<file path="src/rtl/pfr_spi_pkg.sv">
// Shared definitions for the PFR SPI master: FSM state encoding and the
// half-period divider counter width.
package pfr_spi_pkg;

  localparam int DIV_W = 8;

  typedef enum logic [2:0] {
    ST_IDLE   = 3'd0,
    ST_LEAD   = 3'd1,
    ST_XFER   = 3'd2,
    ST_TRAIL  = 3'd3,
    ST_CSWAIT = 3'd4
  } pfr_spi_state_e;

endpackage

</file>
<file path="src/rtl/pfr_spi_clkdiv.sv">
// Half-period tick generator: tick is high for one cycle out of every CLKDIV.
// The counter restarts from zero whenever clear is asserted (state entry).
module pfr_spi_clkdiv
  import pfr_spi_pkg::*;
#(
  parameter int CLKDIV = 2
) (
  input  logic CLK,
  input  logic RSTN,
  input  logic clear,
  output logic tick
);

  localparam logic [DIV_W-1:0] LAST = DIV_W'(CLKDIV - 1);

  logic [DIV_W-1:0] cnt;

  assign tick = (cnt == LAST);

  always_ff @(posedge CLK or negedge RSTN) begin
    if (!RSTN) begin
      cnt <= '0;
    end else if (clear || tick) begin
      cnt <= '0;
    end else begin
      cnt <= cnt + 1'b1;
    end
  end

endmodule

</file>
<file path="src/rtl/pfr_spi_master.sv">
// Byte-wide SPI mode-0 master driving the PFR SPI pins, with optional
// chip-select hold between consecutive bytes.
module pfr_spi_master
  import pfr_spi_pkg::*;
#(
  parameter int CLKDIV = 2
) (
  input  logic           CLK,
  input  logic           RSTN,
  input  logic           ENABLE,
  input  logic           START,
  input  logic           CSHOLD,
  input  logic [7:0]     TXDATA,
  output logic [7:0]     RXDATA,
  output logic           BUSY,
  output logic           DONE,
  output logic           PFRMCLKO,
  output logic           PFRMOSIO,
  output logic           PFRCSNO,
  output logic           PFRMCLKOE,
  output logic           PFRMOSIOE,
  output logic           PFRCSNOE,
  output logic           PFRMISOO,
  output logic           PFRMISOOE,
  input  logic           PFRMISOI,
  output pfr_spi_state_e DBG_STATE
);

  // Handshake: START is accepted on a rising CLK edge only when ENABLE=1 and
  // BUSY=0 (IDLE or CSWAIT); TXDATA is captured on that edge. START seen
  // while BUSY=1 is dropped, never queued. DONE pulses once per byte.

  pfr_spi_state_e state, state_next;
  logic           tick, div_clear;
  logic           load, rise, fall, last;
  logic [3:0]     bit_cnt;
  logic [6:0]     tx_shift;
  logic [7:0]     rx_shift;

  pfr_spi_clkdiv #(.CLKDIV(CLKDIV)) u_clkdiv (
    .CLK   (CLK),
    .RSTN  (RSTN),
    .clear (div_clear),
    .tick  (tick)
  );

  assign div_clear = (state_next != state);

  always_ff @(posedge CLK or negedge RSTN) begin
    if (!RSTN) state <= ST_IDLE;
    else       state <= state_next;
  end

  always_comb begin
    state_next = state;
    load       = 1'b0;
    rise       = 1'b0;
    fall       = 1'b0;
    last       = 1'b0;
    if (!ENABLE) begin
      state_next = ST_IDLE;
    end else begin
      case (state)
        ST_IDLE: begin
          if (START) begin
            load       = 1'b1;
            state_next = ST_LEAD;
          end
        end
        ST_LEAD: begin
          if (tick) state_next = ST_XFER;
        end
        ST_XFER: begin
          // Odd ticks (bit_cnt even) raise SCLK, even ticks lower it.
          if (tick) begin
            rise = ~bit_cnt[0];
            fall = bit_cnt[0];
            if (bit_cnt == 4'd15) begin
              last       = 1'b1;
              state_next = CSHOLD ? ST_CSWAIT : ST_TRAIL;
            end
          end
        end
        ST_TRAIL: begin
          if (tick) state_next = ST_IDLE;
        end
        ST_CSWAIT: begin
          if (START) begin
            load       = 1'b1;
            state_next = ST_XFER;
          end else if (!CSHOLD) begin
            state_next = ST_TRAIL;
          end
        end
        default: state_next = ST_IDLE;
      endcase
    end
  end

  always_ff @(posedge CLK or negedge RSTN) begin
    if (!RSTN) begin
      PFRMCLKO <= 1'b0;
      PFRMOSIO <= 1'b0;
      PFRCSNO  <= 1'b1;
      RXDATA   <= '0;
      DONE     <= 1'b0;
      bit_cnt  <= '0;
      tx_shift <= '0;
      rx_shift <= '0;
    end else if (!ENABLE) begin
      PFRMCLKO <= 1'b0;
      PFRCSNO  <= 1'b1;
      DONE     <= 1'b0;
    end else begin
      DONE    <= last;
      PFRCSNO <= (state_next == ST_IDLE);
      if (load) begin
        tx_shift <= TXDATA[6:0];
        PFRMOSIO <= TXDATA[7];
        bit_cnt  <= '0;
      end else if (tick && state == ST_XFER) begin
        bit_cnt <= bit_cnt + 4'd1;
      end
      if (rise) begin
        PFRMCLKO <= 1'b1;
        rx_shift <= {rx_shift[6:0], PFRMISOI};
      end
      if (fall) begin
        PFRMCLKO <= 1'b0;
        PFRMOSIO <= tx_shift[6];
        tx_shift <= {tx_shift[5:0], 1'b0};
      end
      if (last) RXDATA <= rx_shift;
    end
  end

  assign BUSY      = !(state == ST_IDLE || state == ST_CSWAIT);
  assign PFRMCLKOE = ~ENABLE;
  assign PFRMOSIOE = ~ENABLE;
  assign PFRCSNOE  = ~ENABLE;
  assign PFRMISOO  = 1'b0;
  assign PFRMISOOE = 1'b1;
  assign DBG_STATE = state;

endmodule

</file>
<file path="config.mk">
export PLATFORM = sky130hd
export DESIGN_NAME = pfr_spi_master
export DESIGN_NICKNAME = d
export VERILOG_FILES = /design/src/rtl/pfr_spi_pkg.sv /design/src/rtl/pfr_spi_clkdiv.sv /design/src/rtl/pfr_spi_master.sv
export SDC_FILE = /design/constraint.sdc
export NUM_CORES = 1
export LEC_CHECK = 0
export ABC_AREA = 1
export CORE_MARGIN = 8
export CORE_UTILIZATION = 48
export DETAILED_ROUTE_END_ITERATION = 6
export HOLD_SLACK_MARGIN = 0.03
export PLACE_DENSITY_LB_ADDON = 0.08
export RECOVER_POWER = 100
export SLEW_MARGIN = 20
export SYNTH_ARGS = -nofsm -noshare
export SYNTH_HDL_FRONTEND = slang
export SYNTH_HIERARCHICAL = 1
export SYNTH_SLANG_ARGS = --single-unit
</file>
<file path="constraint.sdc">
create_clock -name CLK -period 2.2 [get_ports CLK]
set_input_delay 0.44 -clock CLK [delete_from_list [all_inputs] [get_ports CLK]]
set_output_delay 0.44 -clock CLK [all_outputs]
set_load 0.005 [all_outputs]
</file>
Word-level counts from Yosys, hierarchy flattened

Cells that the tools add are included.
Widths: inputs -> output; s select.

Mux-type cells: 35
Equality and inequality tests: 8
Reduce and logical (&&, ||, !) cells: 13
Bitwise operators: 2
Add/subtract/negate cells: 2

Operators with widths:

| operator            | count |
|---|---|
| $mux 3              | 9 |
| $mux 1              | 20 |
| $pmux 3 s5          | 1 |
| $mux 7              | 2 |
| $add 8x1->8 const B | 1 |
| $eq 8x1->1 const B  | 1 |
| $mux 4              | 2 |
| $mux 8              | 1 |
| $reduce_and 2->1    | 4 |
| $eq 3x2->1 const B  | 2 |
| $logic_not 3->1     | 2 |
| $add 4x1->4 const B | 1 |
| $eq 4x4->1 const B  | 1 |
| $reduce_bool 2->1   | 2 |
| $eq 3x1->1 const B  | 1 |
| $eq 3x3->1 const B  | 1 |
| $ne 3x1->1 const B  | 1 |
| $ne 3x3->1          | 1 |
| $logic_or 1x1->1    | 2 |
| $not 1->1           | 2 |
| $reduce_or 2->1     | 1 |
| $logic_and 1x1->1   | 1 |
| $logic_not 1->1     | 1 |

Output and inout port bits: 21
Input bits: 14
Logic and storage cells: 70
Register bits after elaboration: 42

Depth between registers and ports, before layout

Gate-level depths: netlist of run 1.

Depth after elaboration: 8
Depth in mapped cells: 19
Mapped depth without buffers: 19

Cells and area by module

The synthesis of run 1 kept the hierarchy.

Modules (own cells, without submodules):

| module         | area an instance (um2) | seq. area each (um2) | times used | cells an instance |
|---|---|---|---|---|
| pfr_spi_master | 1,654.1                | 852.1                | 1          | 192 |
| pfr_spi_clkdiv | 426.7                  | 200.2                | 1          | 56 |

Least setup slack after synthesis of run 1

OpenSTA, ideal clock, no wires.

Path kind: register -> register
Start point: register u_clkdiv.cnt[1]
End point: register u_clkdiv.cnt[5]
Data required time: 2.079 ns
Stages on the path, launching flop included: 20
Buffers on the path: 0
Slack: 0.253 ns
Clock period less this slack: 1.947 ns
Arrival: 1.826 ns
Setup time: 0.121 ns
Path through: dfrtp_1 inv_1 ha_1 nand2_1 nor2_1 nand2_1 inv_1 nand2_1 nor2_1 nand2_1 nand2_1 nand2_1 nand2_1 nand3_1 nand2_1 nor2_1 nand2_1 inv_1 nand2_2 nor2_1

Longest elaborated chain between the ends: 7
Elaborated cells on any way between the ends: 10
Those cells by class: add/sub (1); eq/ne (2); mux (6); reduce/logical (1)

RTL lines:

| element                          | RTL line                                                         | RTL |
|---|---|---|
| start: declaration               | pfr_spi_clkdiv.sv:16                                             | `logic [DIV_W-1:0] cnt;` |
| start signal: assignment         | pfr_spi_clkdiv.sv:26                                             | `cnt <= cnt + 1'b1;` |
| $eq 8x1->1 (*)                   | pfr_spi_clkdiv.sv:18                                             | `assign tick = (cnt == LAST);` |
| via tick                         | pfr_spi_master.sv:34                                             | `logic tick, div_clear;` |
| $mux 3, on equally long branches | pfr_spi_master.sv:85, pfr_spi_master.sv:71, pfr_spi_master.sv:75 |  |
| $pmux 3 s5 (*)                   | pfr_spi_master.sv:63                                             | `case (state)` |
| $mux 3 (*)                       | pfr_spi_master.sv:60                                             | `if (!ENABLE) begin` |
| $ne 3x3->1 (*)                   | pfr_spi_master.sv:47                                             | `assign div_clear = (state_next != state);` |
| via div_clear                    | pfr_spi_master.sv:34                                             |  |
| $logic_or 1x1->1 (*)             | pfr_spi_clkdiv.sv:23                                             | `end else if (clear \|\| tick) begin` |
| $mux 8 (*)                       | pfr_spi_clkdiv.sv:23                                             |  |

The timed path passes the listed nets; every way through them passes the cells marked *.
A chain may end at the register's enable or synchronous reset.

Worst setup path in the final report of run 1

Start point: register u_clkdiv.cnt[1]
End point: register u_clkdiv.cnt[7]

Same word-level chain as after synthesis.

==> results of run 1 <==
## cells by family after synthesis
kind of cell / Yosys count
AND/OR/NAND/NOR: 133
flip-flops: 42
buffers and inverters: 40
AO/OA/AOI/OAI: 26
adder cells (fa/ha/maj): 3
XOR/XNOR: 2
other: 2
## what timing repair did
action                                  in CTS  in global routing
endpoints found under the setup margin       0                  8
gates resized for setup                      0                 17
buffers inserted                             0                  1
## metal layers
metal | track usage, % | vias up | part of all wire [%]
met5 | 0 | - | 0
met4 | 4.91 | 0 | 1.3
met3 | 4.27 | 6 | 5.3
met2 | 22.5 | 41 | 49
met1 | 16.1 | 759 | 44
li1 | - | 842 | -
## worst max path at each step
| stage | to | cells after the start |
|---|---|---|
| finish | u_clkdiv/cnt[7] | 18 |
| global route | u_clkdiv/cnt[7] | 18 |
| CTS | u_clkdiv/cnt[7] | 18 |
| detailed placement | u_clkdiv/cnt[7] | 11 |
| global placement | u_clkdiv/cnt[5] | 11 |
| floorplan | u_clkdiv/cnt[5] | 19 |
## placed cells by master (no fill, tap or decap), drive strengths merged, types with 2 or more instances in the layout
cell           count
o21ai             15
inv               31
a21oi              7
nand2             81
nor2              24
nand4              2
nand3             19
buf                5
ha                 3
conb               2
clkdlybuf4s50     30
nor3               6
clkinvlp           2
clkbuf             6
dfrtp             41
## area by class of cell
cell class	instances	area (um2)	area share [%]
flip-flops and latches	42	1050	40.6
inverters	32	125	4.83
repair buffers	38	364	14.0
multi-input cells	166	872	33.6
well taps	52	65.1	2.51
clock buffers	5	68.8	2.65
clock inverters	3	45.0	1.74
## power by group
group	switching (uW)	leakage, uW	total [uW]	internal [uW]
registers	64.1	0.000562	933	869
logic	293	0.000636	514	221
clock network	271	0.0000504	608	337
## metrics by stage
step | power, uW | std cells | setup WS (ns) | hold slack [ns] | util [%]
after floorplan | 1220 | 248 | 0.253 | 0.144 | -
after global placement | 1410 | 329 | 0.112 | 0.452 | 57.3
after detailed placement | 1410 | 329 | 0.0861 | 0.454 | 57.3
after CTS | 2020 | 337 | 0.0918 | 0.126 | 59.9
after global routing | 2180 | 338 | -0.0811 | 0.471 | 60.8
final | 2050 | 338 | 0.131 | 0.363 | 60.8
## critical path: cells and delay by family, from the launching register on
kind,cells,cell delay [ns]
simple gates,13,1.14
fa+ha+maj,1,0.14
buf+inv,3,0.20
compound gates,1,0.12
flops,1,0.41
## flip-flops by register name (all words and copies together), names as in the netlist
signal	count
RXDATA	8
rx_shift	8
u_clkdiv/cnt	8
tx_shift	7
bit_cnt	4
DBG_STATE	3
DONE	1
PFRCSNO	1
PFRMCLKO	1
PFRMOSIO	1
==> out/qor.yml, run 1 <==
cts:
  cts_buffers: 5
  cts_root_buf: "clkbuf_8"
  cts.clk_slew.worst_paths_ns: 0.08
  ctsHoldBuffers: 0
  h-tree-depth: 2
  cts_sinks: 42
  cts_tree: "done"
  clk_path_buf_depth: 2
  insertion_delay_ns: 0.30
floorplan:
  initial_core_util_pct: 48.8
  ios: 35
  rows: 24
  dieWidth_um: 81.8
  die_area_um2: 6700
  core-area_um2: 4260
  die_y_um: 81.8
yosys:
  synth-edff-count: 0
  synth_area_leader_cell: "dfrtp_1"
  syn-cell-area_um2: 2080
  synth_cell_types: 34
  avgSynthCellArea_um2: 8.39
  synth_compound_area_share_pct: 8.12
  muxShareOfSynthArea_pct: 0
  yosysWarnings: 6
  synth_top_area_share_pct: 49.3
  synth_area_leaders: "dfrtp_1 49%, nand2_1 14%, inv_1 4.7%"
  ys_top_cells_by_count: "77 x nand2_1, 41 x dfrtp_1, 26 x inv_1"
  synthCells: 248
  synth.most_common_cell: "nand2_1"
  synthXorXnorAreaFrac_pct: 0.842
  async_flop_share_pct: 100
  synth_flop_cell: "dfrtp_1"
  synth_nets: 265
  synth-simple-area-share_pct: 29.0
  ys_ff_latch: 42
  yosysSeqAreaShare_pct: 50.6
  synth_top_family_by_area: "simple AND/OR/NAND/NOR gates"
  synth_fa_ha_area_share_pct: 1.80
placed_design:
  placed_area_um2: 2440
  io_buffers: 32
  dp_hpwl_mm: 2.94
  gp_congestion: 0.919
route:
  postRouteAntennaNets: 0
  via_per_inst: 4.88
  drt-total-wl_mm: 3.99
  drtPass1Iterations: 4
  drc: 0
  drt_first_iter_violations: 82
  num_vias: 1648
  wire_per_inst_um: 11.8
setup_path:
  critical-path-max-stage-delay_ns: 0.41
  startpoint: "u_clkdiv/cnt[1]"
  critPathKind: "register to register"
  cpMostUsedCell: "nand2_1"
  r2r_cells: 18
  worst_setup_path_end_kind: "register"
  r2r-end: "u_clkdiv/cnt[7]"
  rr_startpoint: "u_clkdiv/cnt[1]"
  start_kind: "register"
  crit_chain: "inv_2, ha_1, nand2_1, nor2_2, nand2_2, inv_2, nand2_1, nor2_2, nand2_2, nand2_2, nand2_2, nand2_1, nand2_1, a21oi_1, nand2_1, inv_2, nand2_4, nor2_2"
  crit_arrival_ns: 2.30
  required_ns: 2.43
  cp_slowest_cell: "dfrtp_1"
  r2r_setup_slack_ns: 0.13
  critPathMaxFanout: 8
timing:
  layout_min_cycle_time_ns: 2.07
  timing.fmax_mhz: 483
  clock-skew-final_ns: 0.00506
  worstMarginPinSlew_ns: 1.19
  fin_crit_sh_pct: 94.1
  timing.setup.tns_ns: 0
  slew-limit-headroom_pct: 20.9
  finalMaxSlewViolations: 0
  setup_viol: 0
  final_hold_viol_count: 0
outcome:
  outcome: "finished, final reports clean"
final_layout:
  nFillCells: 397
  fin_area_um2: 2590
  area_growth_pct: 24.6
  layout-drive-gt1-share_pct: 17.8
  diodes: 0
  nets: 302
pwr:
  irDropWorstVdd_mv: 0.444
  p_leak_uw: 0.00125
  powerDensity_nw_per_um2: 793
grt:
  grt_max_degree: 24
  grt-ovfl-total: 0
  grt_pass1_vias: 1648
  grt_pass1_wl_mm: 7.20
  grt.total_usage_pct: 13.5
  antenna_found_initial: 0
job:
  maxCapViolCount: 0
hold_path:
  min_path_type: "input pin to async pin"
Power figures use the tool's default switching activity.
==> run 2: changes to the inputs <==
- CORE_UTILIZATION: 48 -> 40
- SLEW_MARGIN: 20 -> 5
- clock period: 2.2 -> 2 ns (I/O delays scaled with it)
==> out/qor.yml, run 2 (same netlist as run 1, synthesis figures left out) <==
outcome:
  outcome: "finished, final reports clean"
pwr:
  p_leak_uw: 0.00135
  p_sw_uw: 722
  irDropWorstVdd_mv: 0.416
  seq_power_share_pct: 43.5
  switching_share_pct: 30.8
  pwr-share-clk_pct: 28.9
  internal-power_uw: 1620
  powerDensity_nw_per_um2: 855
  comb_power_share_pct: 27.6
final_layout:
  mostFrequentLayoutCell: "nand2_1"
  reg.largest.list: "RXDATA: 8 flops, rx_shift: 8 flops, u_clkdiv/cnt: 8 flops"
  final_core_util_pct: 54.1
  area_growth_pct: 31.9
  nets: 315
  diodes: 0
  fin_area_um2: 2740
  layout-drive-gt1-share_pct: 23.4
  final_cell_mix: "69 x nand2_1, 41 x dfrtp_1, 24 x inv_1"
  nFillCells: 505
floorplan:
  rows: 26
  dieWidth_um: 88.1
  core-area_um2: 5070
  ios: 35
  die_area_um2: 7770
  die_y_um: 88.1
  initial_core_util_pct: 41.0
setup_path:
  crit_arrival_ns: 2.19
  start_kind: "register"
  worst_setup_path_end_kind: "register"
  crit_end: "u_clkdiv/cnt[0]"
  rr_startpoint: "u_clkdiv/cnt[1]"
  critPathMaxFanout: 8
  r2r_setup_slack_ns: 0.05
  required_ns: 2.23
  critPathKind: "register to register"
  startpoint: "u_clkdiv/cnt[1]"
  r2r-end: "u_clkdiv/cnt[0]"
  r2r_cells: 17
route:
  drc: 0
  via_per_inst: 4.56
  num_vias: 1683
  drt-total-wl_mm: 4.25
  postRouteAntennaNets: 0
  wire_per_inst_um: 11.5
  drtPass1Iterations: 4
  drt_first_iter_violations: 70
grt:
  grt_max_degree: 26
  antenna_found_initial: 0
  grt_pass1_vias: 1616
  grt.total_usage_pct: 11.6
  grt_pass1_wl_mm: 7.09
  grt-ovfl-total: 0
timing:
  layout_min_cycle_time_ns: 1.95
  rsz0062_at_grt: "true"
  timing.setup.tns_ns: 0
  worstMarginPinSlew_ns: 1.37
  finalMaxSlewViolations: 0
  setup_viol: 0
  fin_crit_sh_pct: 97.7
  timing.fmax_mhz: 512
  final_hold_viol_count: 0
  clock-skew-final_ns: 0.00435
  slew-limit-headroom_pct: 8.51
hold_path:
  min_path_type: "input pin to async pin"
cts:
  insertion_delay_ns: 0.30
  cts_buffers: 5
  cts.clk_slew.worst_paths_ns: 0.08
  h-tree-depth: 2
  cts_sinks: 42
  cts_root_buf: "clkbuf_8"
  ctsHoldBuffers: 0
  clk_path_buf_depth: 2
  cts_tree: "done"
placed_design:
  gp_congestion: 0.829
  placed_area_um2: 2530
  io_buffers: 32
  dp_hpwl_mm: 3.06
job:
  maxCapViolCount: 0
[run 2: final cells by class]
cell class / instances / area, um2 / share of cell area [%]
flip-flops and latches: 42 / 1050 / 38.3
multi-input cells: 166 / 916 / 33.4
repair buffers: 51 / 450 / 16.4
inverters: 32 / 125 / 4.56
well taps: 70 / 87.6 / 3.19
clock buffers: 5 / 68.8 / 2.51
clock inverters: 3 / 43.8 / 1.60
[run 2: worst min-delay path by stage]
stage | start | endpoint | depth (start not counted) | slack (ns)
6_report | RSTN | DBG_STATE[0] | 1 | 0.39
5_1_grt | RXDATA[7] | RXDATA[7] | 2 | 0.50
4_1_cts | RSTN | RXDATA[7] | 1 | 0.11
3_5_place_dp | RSTN | DBG_STATE[0] | 1 | 0.44
3_3_place_gp | RSTN | DBG_STATE[0] | 1 | 0.44
2_1_floorplan | RSTN | DBG_STATE[0] | 0 | 0.10
[run 2: metal layers]
| layer | part of all wire (%) | wire, um | track usage [%] |
|---|---|---|---|
| met5 | 0 | 0 | 0 |
| met4 | 2.7 | 115 | 5.07 |
| met3 | 5.2 | 223 | 3.66 |
| met2 | 49 | 2090 | 19.1 |
| met1 | 43 | 1830 | 13.6 |
[run 2: timing repair]
action / in CTS / in global routing
endpoints found under the setup margin: 9 / 10
pin swaps: 0 / 15
setup buffers: 1 / 2
gates cloned: 0 / 0
gates resized for setup: 3 / 23
[run 2: metrics by stage]
stage	worst slack [ns]	power, uW	hold slack (ns)	instances
4_1_cts	0.0197	2300	0.110	367
5_1_grt	-0.143	2500	0.501	369
3_5_place_dp	-0.0229	1580	0.436	358
3_3_place_gp	-0.0336	1580	0.436	358
6_report	0.0465	2350	0.395	369
2_1_floorplan	0.0531	1340	0.104	248
[run 2: power by group through the flow]
stage	registers (uW)	logic, uW	clock network (uW)
3_5_place_dp	1030	552	0
6_report	1020	646	678
3_3_place_gp	1030	552	0
5_1_grt	1030	732	739
4_1_cts	1010	580	701
2_1_floorplan	1030	310	0
[run 2: worst max-delay path: stages (launching register included)]
cell	delay, ns
dfrtp_1	0.40
inv_2	0.08
ha_4	0.12
nand2_2	0.04
nor2_1	0.08
nand2_1	0.08
inv_2	0.08
buf_4	0.14
nor3_1	0.05
a21oi_1	0.18
nand2_2	0.11
nand3_2	0.07
nand2_2	0.05
nor2_1	0.08
nand2_1	0.07
inv_2	0.06
nand2_4	0.08
nor2_2	0.11
